===== src/rtl/rand_sample_monitor.sv =====
// -----------------------------------------------------------------------------
// rand_sample_monitor
//
// Consumer-side companion to the 8-bit LFSR random generator.
//  * Buffers every newly generated value in a small FIFO with a valid/ready
//    read side, so a consumer that cannot take a sample each cycle still sees
//    the values in order. If the FIFO is full, new samples are dropped and a
//    sticky overflow flag is set.
//  * Measures the generator period, which is the number of advances between
//    visits to the seed state, and flags any period other than EXP_PERIOD.
//
// Ports
//  clk           in   system clock, rising edge
//  rst_n         in   asynchronous active-low reset
//  rand_in       in   generator current state (RandNum)
//  rand_adv      in   generator advances at this edge (Enable)
//  gen_done      in   generator state equals seed (level)
//  seed_en       in   generator seed load; re-arms the period measurement
//  out_data      out  FIFO head, valid while out_valid
//  out_valid     out  FIFO not empty
//  out_ready     in   consumer takes the head this cycle
//  level         out  number of entries held
//  full          out  level == DEPTH
//  overflow      out  sticky: a sample was dropped (cleared by seed_en)
//  period        out  last measured period
//  period_valid  out  one-cycle pulse when period updates
//  period_err    out  sticky: bad period or counter timeout (cleared by seed_en)
// -----------------------------------------------------------------------------
module rand_sample_monitor #(
    parameter int WIDTH      = 8,
    parameter int DEPTH      = 8,
    parameter int CNT_W      = 16,
    parameter int EXP_PERIOD = 255
) (
    input  logic                     clk,
    input  logic                     rst_n,
    input  logic [WIDTH-1:0]         rand_in,
    input  logic                     rand_adv,
    input  logic                     gen_done,
    input  logic                     seed_en,
    output logic [WIDTH-1:0]         out_data,
    output logic                     out_valid,
    input  logic                     out_ready,
    output logic [$clog2(DEPTH):0]   level,
    output logic                     full,
    output logic                     overflow,
    output logic [CNT_W-1:0]         period,
    output logic                     period_valid,
    output logic                     period_err
);

    localparam int AW = $clog2(DEPTH);
    localparam logic [AW:0]      LEVEL_FULL = (AW+1)'(DEPTH);
    localparam logic [CNT_W-1:0] CNT_ONE    = CNT_W'(1);
    localparam logic [CNT_W-1:0] CNT_LAST   = {{(CNT_W-1){1'b1}}, 1'b0};
    localparam logic [CNT_W-1:0] CNT_EXP    = CNT_W'(EXP_PERIOD);

    typedef enum logic [1:0] {IDLE, ARMED, MEASURE, TIMEOUT} state_t;

    // ------------------------------------------------------------------ FIFO
    logic [WIDTH-1:0] mem [DEPTH];
    logic [AW-1:0]    wr_ptr, rd_ptr;
    logic [AW:0]      count;
    logic             push, pop, accept;

    // A seed load is not a new sample, even if the generator is enabled.
    assign push      = rand_adv & ~seed_en;
    assign pop       = out_valid & out_ready;
    // When full, a push can still go in if the head leaves in the same cycle.
    assign accept    = push & (~full | pop);

    assign out_valid = (count != '0);
    assign full      = (count == LEVEL_FULL);
    assign level     = count;
    assign out_data  = mem[rd_ptr];

    // NOTE: storage has no reset; out_valid gates every read, so stale
    // contents are never observed and the array can map to plain RAM/flops.
    always_ff @(posedge clk) begin
        if (accept) begin
            mem[wr_ptr] <= rand_in;
        end
    end

    // NOTE: every clocked block uses non-blocking assignments so all state
    // updates see the pre-edge values, exactly as the hardware does.
    always_ff @(posedge clk or negedge rst_n) begin
        if (!rst_n) begin
            wr_ptr   <= '0;
            rd_ptr   <= '0;
            count    <= '0;
            overflow <= 1'b0;
        end else begin
            if (accept) wr_ptr <= wr_ptr + 1'b1;   // wraps: DEPTH is 2^AW
            if (pop)    rd_ptr <= rd_ptr + 1'b1;
            case ({accept, pop})
                2'b10:   count <= count + 1'b1;
                2'b01:   count <= count - 1'b1;
                default: count <= count;
            endcase
            if (seed_en) begin
                overflow <= 1'b0;
            end else if (push && full && !pop) begin
                overflow <= 1'b1;
            end
        end
    end

    // ------------------------------------------------------------ period FSM
    state_t           state, state_d;
    logic [CNT_W-1:0] cnt, cnt_d;
    logic             capture, timeout_hit;

    // NOTE: every signal written here gets a default first, so no path can
    // leave one unassigned and infer a latch.
    always_comb begin
        state_d     = state;
        cnt_d       = cnt;
        capture     = 1'b0;
        timeout_hit = 1'b0;
        if (seed_en) begin
            state_d = ARMED;
            cnt_d   = '0;
        end else begin
            case (state)
                ARMED: begin
                    // The advance that leaves the seed state counts as one.
                    if (gen_done && rand_adv) begin
                        state_d = MEASURE;
                        cnt_d   = CNT_ONE;
                    end
                end
                MEASURE: begin
                    // cnt != 0 makes a gen_done level held without advancing
                    // capture once only.
                    if (gen_done && (cnt != '0)) begin
                        capture = 1'b1;
                        cnt_d   = rand_adv ? CNT_ONE : '0;
                    end else if (rand_adv) begin
                        cnt_d = cnt + 1'b1;
                        if (cnt == CNT_LAST) begin
                            state_d     = TIMEOUT;
                            timeout_hit = 1'b1;
                        end
                    end
                end
                default: ;   // IDLE and TIMEOUT wait for seed_en
            endcase
        end
    end

    always_ff @(posedge clk or negedge rst_n) begin
        if (!rst_n) begin
            state        <= IDLE;
            cnt          <= '0;
            period       <= '0;
            period_valid <= 1'b0;
            period_err   <= 1'b0;
        end else begin
            state        <= state_d;
            cnt          <= cnt_d;
            period_valid <= capture;
            if (capture) period <= cnt;
            if (seed_en) begin
                period_err <= 1'b0;
            end else if ((capture && (cnt != CNT_EXP)) || timeout_hit) begin
                period_err <= 1'b1;
            end
        end
    end

endmodule


===== config.mk =====
export PLATFORM = sky130hd
export DESIGN_NAME = rand_sample_monitor
export DESIGN_NICKNAME = d
export VERILOG_FILES = /design/src/rtl/rand_sample_monitor.sv
export SDC_FILE = /design/constraint.sdc
export NUM_CORES = 1
export LEC_CHECK = 0
export CAP_MARGIN = 20
export CORE_ASPECT_RATIO = 1.4
export CORE_MARGIN = 4
export CORE_UTILIZATION = 40
export CTS_BUF_LIST = sky130_fd_sc_hd__clkbuf_16
export CTS_CLUSTER_DIAMETER = 30
export DETAILED_ROUTE_END_ITERATION = 8
export DONT_BUFFER_PORTS = 1
export PLACE_DENSITY = 0.64
export SLEW_MARGIN = 20
export SYNTH_ARGS = -nofsm -noshare
export SYNTH_HDL_FRONTEND = slang
export SYNTH_SLANG_ARGS = --single-unit

===== constraint.sdc =====
create_clock -name clk -period 3.05 [get_ports clk]
set_clock_uncertainty 0.2 [all_clocks]
set_input_delay 0.305 -clock clk [delete_from_list [all_inputs] [get_ports clk]]
set_output_delay 0.305 -clock clk [all_outputs]
set_load 0.01 [all_outputs]

==> results.toml, run 1 <==
[die]
full_die_area_um2 = 14100
die_w_um = 102
floorplan.initialDensity = 0.411
fp-row-count = 47
boundaryPins = 47
die_height_um = 139
fp.coreArea_um2 = 11900

[global_routing]
grt_max_degree = 48
grt_util_met3 = 0.0367
first_global_vias = 2906
gr-max-usage-layer = "met2"
groute.layer.met2.usage = 0.248
wire_length_of_the_first_global_routing_pass_um = 15300
all_layer_global_routing_usage = 0.140
initial_antenna_violation_count = 0
global_route.usage.met1 = 0.159
grt_overflow = 0

[yosys]
synth-compound-area-share = 0.0510
largest_family_of_logic_cells_by_synthesized_area = "multiplexers"
synth-edff-count = 64
synthesis.area_um2 = 4900
mux_share_of_post_synthesis_cell_area = 0.131
syn_area_per_cell_um2 = 15.2
synthSimpleGateAreaFrac = 0.117
yosys.cell_types.count = 54
dominantRegCellSynth = "sky130_fd_sc_hd__edfxtp_1"
synth-seq-area-share = 0.632
synth-xor-area-share = 0.0304
synthesis_warnings = 0
synth.ff_latch_count = 111
postSynthNetCount = 345
synth-async-reset-ratio = 0.423
cells_after_synth = 323
synth_fa_ha_area_frac = 0.0204

[final_layout]
syn_to_final_growth_pct = 13.7
finish.net_count = 369
post_route_cells_drive_above_1_share = 0.216
antenna-diode-count = 0
post-route-util = 0.467
fill_cell_instance_count_of_the_final_layout = 1046
stdcell_count = 499

[worst_setup_path]
crit_fanout = 5
crit_required_ps = 3080
worst-endpoint-arrival_ps = 2830
worst_setup_path_end_kind = "register"
crit_path_start_kind = "register"
critical_path_class = "register to register"

[route]
detail_route.first_pass.iterations = 4
routed_wire_length_per_instance_um = 18.7
detail-route-antenna-nets = 0
detail_route.vias_per_cell = 5.50
drc = 0
vias = 2745
totalWireLength_um = 9330
detailedRoute.firstIterationViolations = 76

[timing]
report.final.setup_viol = 0
timing.final.crit_share = 0.917
tightestPinTransition_ps = 869
fmax_ghz = 0.358
setup_slack_of_the_critical_path_after_layout_ps = 254
setup_repair_after_global_routing_missed_its_margin = "false"
slew-limit-headroom = 0.418
final_hold_viols = 0
finalCriticalPeriod_ps = 2800
final_max_slew_viol_count = 0
setup-tns-final_ps = 0

[power]
power.density_nw_per_um2 = 719
largest_voltage_drop_on_the_vdd_net_mv = 0.244
leakage_dissipation_nw = 2.12

[placed_design]
placedCellCount = 467
io_buffers = 0
placed_wire_length_estimate_um = 6320
dp_worst_setup_slack_ps = 253
place_congestion = 0.819

[clock_network]
tritoncts = "yes"
tritoncts.num_buffers = 9
clk_path_buf_depth = 2
post_cts.resized_instances = 0
clock-root-buffer = "sky130_fd_sc_hd__clkbuf_16"
clk_pin_slew_ps = 70
tritoncts_num_sinks = 111
htree_levels = 3
clock_latency_ps = 340

[job]
max-cap-violations = 0

[outcome]
outcome = "complete, no violations"

[hold_path]
hold_class = "input pin to register"
==> per-layer routing <==
metal	up-vias	routed length (um)
met2	57	5050
met4	0	152
met5	-	0
li1	1278	-
met1	1399	3700
met3	11	424
==> power breakdown <==
group	leakage [nW]	switching, mW	internal (mW)
Sequential	1.21	0.161	1.72
Clock	0.157	0.532	0.723
Combinational	0.758	0.404	0.465
Total	2.12	1.10	2.91
==> placed cells by master (no fill, tap or decap), types with 10 or more instances in the layout <==
cell type / synthesis / routed
sky130_fd_sc_hd__nand2_1: 19 / 19
sky130_fd_sc_hd__mux2_2: 24 / 24
sky130_fd_sc_hd__dlygate4sd3_1: 0 / 15
sky130_fd_sc_hd__nor2_1: 24 / 24
sky130_fd_sc_hd__edfxtp_1: 64 / 64
sky130_fd_sc_hd__dfrtp_1: 47 / 47
sky130_fd_sc_hd__mux4_2: 16 / 16
sky130_fd_sc_hd__xnor2_1: 10 / 10
==> sequential cells by signal, indices dropped and copies added, names as in the netlist <==
register      count
wr_ptr            3
mem              64
rd_ptr            3
period_err        1
cnt              16
overflow          1
level             4
state             2
period           16
period_valid      1
==> cell type report <==
type | count | area, um^2 | share of cell area
clock inverter | 7 | 95.1 | 0.0171
clock buffer | 9 | 225 | 0.0404
sequential | 111 | 3100 | 0.556
inverter | 8 | 30.0 | 0.00539
timing repair buffer | 23 | 230 | 0.0413
multi-input combinational | 194 | 1710 | 0.307
tap | 147 | 184 | 0.0330
==> logic make-up after synthesis <==
logic type                 count (synthesis)
AOI/OAI and AO/OA                         32
and+or+nand+nor                           96
xor gates and xnor gates                  17
adders and majority gates                  8
muxes                                     41
buffers and inverters                     18
DFF                                      111
==> critical path: stages, from the launching register on <==
cell,delay [ps]
sky130_fd_sc_hd__dfrtp_1,450
sky130_fd_sc_hd__or4_1,610
sky130_fd_sc_hd__nand2_1,170
sky130_fd_sc_hd__inv_1,90
sky130_fd_sc_hd__ha_1,280
sky130_fd_sc_hd__xor2_1,170
sky130_fd_sc_hd__ha_1,180
sky130_fd_sc_hd__a21oi_1,170
sky130_fd_sc_hd__xor2_1,170
sky130_fd_sc_hd__nor2_1,60
sky130_fd_sc_hd__xor2_1,140
==> through the flow <==
step	area (um^2)	hold slack (ps)	power, mW
3_5_place_dp	5080	-189	2.76
3_3_place_gp	5080	-189	2.74
2_1_floorplan	4900	-191	2.57
4_1_cts	5570	5.17	4.06
5_1_grt	5570	15.3	4.22
6_report	5570	21.7	4.01
==> path summary, 6_finish.rpt <==
kind                                       start                     to  slack (ps)  depth (start not counted)
setup / recovery            level[3]$_DFFE_PN0P_   level[2]$_DFFE_PN0P_         250                         10
hold / removal                          rand_adv     cnt[2]$_DFFE_PN0P_          20                          3
setup reg to reg            level[3]$_DFFE_PN0P_   level[2]$_DFFE_PN0P_         250                         10
hold reg to reg            wr_ptr[0]$_DFFE_PN0P_  wr_ptr[0]$_DFFE_PN0P_         340                          2
max in group asynchronous                  rst_n  rd_ptr[2]$_DFFE_PN0P_        2180                          2
min in group asynchronous                  rst_n    cnt[14]$_DFFE_PN0P_         260                          2
==> repair_timing <==
item | 4_1_cts | 5_1_grt
setup endpoints to repair | 0 | 0
hold endpoints to repair | 120 | 0
hold buffers | 16 | 0
buffers inserted | 0 | 0
==> Yosys cell counts (all sizes together), types with 6 or more instances <==
cell type | number | area share
mux2 | 24 | 0.055
ha | 8 | 0.020
nor2 | 24 | 0.018
buf | 6 | 0.0074
nor3 | 9 | 0.011
inv | 8 | 0.0061
edfxtp | 64 | 0.39
nand3 | 8 | 0.0082
mux4 | 16 | 0.074
xor2 | 7 | 0.013
o21ai | 7 | 0.0071
xnor2 | 10 | 0.018
nand2 | 20 | 0.017
a21oi | 9 | 0.0092
nor4 | 6 | 0.015
dfrtp | 47 | 0.24
(Power assumes the default switching activity.)
==> run 2: changes to the inputs <==
CORE_MARGIN = not set   (was 4)
CTS_BUF_LIST = not set   (was sky130_fd_sc_hd__clkbuf_16)
PLACE_DENSITY = 0.66   (was 0.64)
clock period = 2.3 ns   (was 3.05 ns; I/O delays follow)
==> run 2 against run 1 <==
Compared with the run above: the run now ends with negative setup slack left; routed wire length up 5.8%; critical path depth unchanged; non-clock buffer count is 41 higher; register-to-register slack worse by 330 ps; utilization rose by 3.9 points; worst setup slack worse by 330 ps; fmax increased by 18%; hold slack better by 13 ps; critical path type unchanged; largest cell class unchanged.
==> results.toml, run 2 (synthesized netlist as in run 1, its figures left out) <==
[timing]
timing.final.crit_share = 1.03
slew-limit-headroom = 0.651
setup_repair_after_global_routing_missed_its_margin = "true"
setup-tns-final_ps = -77.8
final_max_slew_viol_count = 0
final_hold_viols = 0
report.final.setup_viol = 2
setup_slack_of_the_critical_path_after_layout_ps = -76.0
finalCriticalPeriod_ps = 2380
worst_hold_slack_ps = 34.4
fmax_ghz = 0.421
tightestPinTransition_ps = 523

[worst_setup_path]
crit_required_ps = 2330
crit_fanout = 3
reg2regPathDepth = 10
critical_path_cell_by_cell = "or4_4, nand2_4, inv_4, ha_4, xor2_1, ha_2, a21oi_2, xor2_1, nor2_1, xor2_1"
rr_endpoint = "level[2]$_DFFE_PN0P_"
crit_buf_inv = 1
worst_setup_path_end_kind = "register"
timing.critical_path.slowest_stage_cell = "sky130_fd_sc_hd__or4_4"
worst_path_largest_cell_delay_ps = 570
path_common_cell = "sky130_fd_sc_hd__xor2_1"
reg2reg_slack_ps = -80
crit_family = "simple AND/OR/NAND/NOR gates"
worst-endpoint-arrival_ps = 2400
crit_path_start_kind = "register"
reg2reg_from = "level[1]$_DFFE_PN0P_"
critical_path_class = "register to register"

[route]
detail_route.first_pass.iterations = 4
detailedRoute.firstIterationViolations = 120
drc = 0
totalWireLength_um = 9870
vias = 2896
detail-route-antenna-nets = 0
routed_wire_length_per_instance_um = 18.3
detail_route.vias_per_cell = 5.36

[final_layout]
fill_cell_instance_count_of_the_final_layout = 1008
finish.net_count = 410
multiInputGateArea_um2 = 1830
post_route_cells_drive_above_1_share = 0.351
final_instance_area_um2 = 6000
syn_to_final_growth_pct = 22.5
largest_register_ffs = 64
antenna-diode-count = 0
commonest_non_fill_non_tap_cell_in_the_layout = "sky130_fd_sc_hd__edfxtp_1"
max_flop_register = "mem"
most-common-layout-cells = "sky130_fd_sc_hd__edfxtp_1 (64), sky130_fd_sc_hd__dfrtp_1 (46), sky130_fd_sc_hd__buf_4 (45), sky130_fd_sc_hd__mux2_2 (23), sky130_fd_sc_hd__nor2_1 (19)"
post-route-util = 0.505
area.sequential_um2 = 3100
reg_top3 = "mem x64, cnt x16, period x16"

[global_routing]
grt_max_degree = 48
wire_length_of_the_first_global_routing_pass_um = 16200
grt_util_met3 = 0.0448
all_layer_global_routing_usage = 0.172
first_global_vias = 3210
groute.layer.met2.usage = 0.318
gr-max-usage-layer = "met2"
global_route.usage.met1 = 0.180
initial_antenna_violation_count = 0
grt_overflow = 0

[die]
boundaryPins = 47
die_w_um = 95.6
die_height_um = 133
fp-row-count = 47
fp.coreArea_um2 = 11900
floorplan.initialDensity = 0.413
full_die_area_um2 = 12700

[placed_design]
place_congestion = 0.880
postPlaceCellArea_um2 = 5440
io_buffers = 0
placed_wire_length_estimate_um = 6790

[power]
total_power_mw = 5.52
total_switching_power_mw = 1.54
sequentialPowerShare = 0.444
power.density_nw_per_um2 = 919
share_clk_of_total_power = 0.276
leakage_dissipation_nw = 2.34
internal_power_mw = 3.98
largest_voltage_drop_on_the_vdd_net_mv = 0.346
share_comb_of_total_power = 0.280
net_switching_share_of_the_total_power = 0.279

[job]
max-cap-violations = 0

[clock_network]
clk_pin_slew_ps = 70
tritoncts = "yes"
clock-root-buffer = "sky130_fd_sc_hd__clkbuf_16"
tritoncts_num_sinks = 111
htree_levels = 3
clock_latency_ps = 340
clk_path_buf_depth = 2
tritoncts.num_buffers = 9

[hold_path]
hold-path-endpoint = "wr_ptr[2]$_DFFE_PN0P_"
hold_path_startpoint = "seed_en"
worst_hold_path.num_cells = 4
hold_class = "input pin to register"

[outcome]
violations_in_the_final_reports = "negative setup slack"
outcome = "finished, violations left"
run 2: cell count changes in the layout (fill, tap and decap cells not counted), sizes merged:
cell | previous run | this run
buf | 8 | 48
clkinv | 1 | 3
inv | 11 | 9
bufinv | 2 | 1
clkinvlp | 1 | 2
dlygate4sd3 | 15 | 16
run 2: cell type report:
| cell class | count | share of cell area |
|---|---|---|
| inverters | 8 | 0.00542 |
| multi-input cells | 194 | 0.304 |
| flip-flops and latches | 111 | 0.516 |
| clock buffers | 9 | 0.0375 |
| repair buffers | 64 | 0.0942 |
| clock inverters | 7 | 0.0119 |
| well taps | 147 | 0.0306 |
run 2: per-layer routing:
metal	vias up	routed length [um]
met1	1453	3660
met4	0	178
met3	14	536
met5	-	0
met2	68	5500
li1	1361	-
run 2: timing repair:
| action | in CTS | in global routing |
|---|---|---|
| hold endpoints to repair | 122 | 0 |
| resized for setup | 7 | 8 |
| hold buffers | 17 | 0 |
| setup endpoints to repair | 35 | 11 |
| pin swaps | 3 | 3 |
| buffers inserted | 2 | 2 |
run 2: how the worst max path moves through the flow:
stage               cells after the start                   end  slack, ps            startpoint
floorplan                              11  level[2]$_DFFE_PN0P_       -200  level[1]$_DFFE_PN0P_
global placement                       10  level[2]$_DFFE_PN0P_        -30  level[1]$_DFFE_PN0P_
detailed placement                      6   mem[3][4]$_DFFE_PP_       -130  level[3]$_DFFE_PN0P_
CTS                                    10  level[2]$_DFFE_PN0P_        -90  level[1]$_DFFE_PN0P_
global route                           10  level[2]$_DFFE_PN0P_       -170  level[1]$_DFFE_PN0P_
finish                                 10  level[2]$_DFFE_PN0P_        -80  level[1]$_DFFE_PN0P_
run 2: stage by stage:
stage,setup slack [ps],cells
2_1_floorplan,-205,323
3_3_place_gp,-26.0,503
3_5_place_dp,-125,503
4_1_cts,-85.1,538
5_1_grt,-172,540
6_report,-76.0,540
run 2: power by group through the flow:
stage               Sequential [mW]  Combinational [mW]  Clock [mW]
finish                         2.45                1.54        1.53
global route                   2.48                1.69        1.67
floorplan                      2.45                1.04           0
CTS                            2.46                1.52        1.57
global placement               2.49                1.40           0
detailed placement             2.50                1.41           0
run 2: worst min-delay path: stages:
cell and delay (ps):
sky130_fd_sc_hd__nor3b_2 30, sky130_fd_sc_hd__buf_4 130, sky130_fd_sc_hd__nand2_1 70, sky130_fd_sc_hd__xnor2_1 60
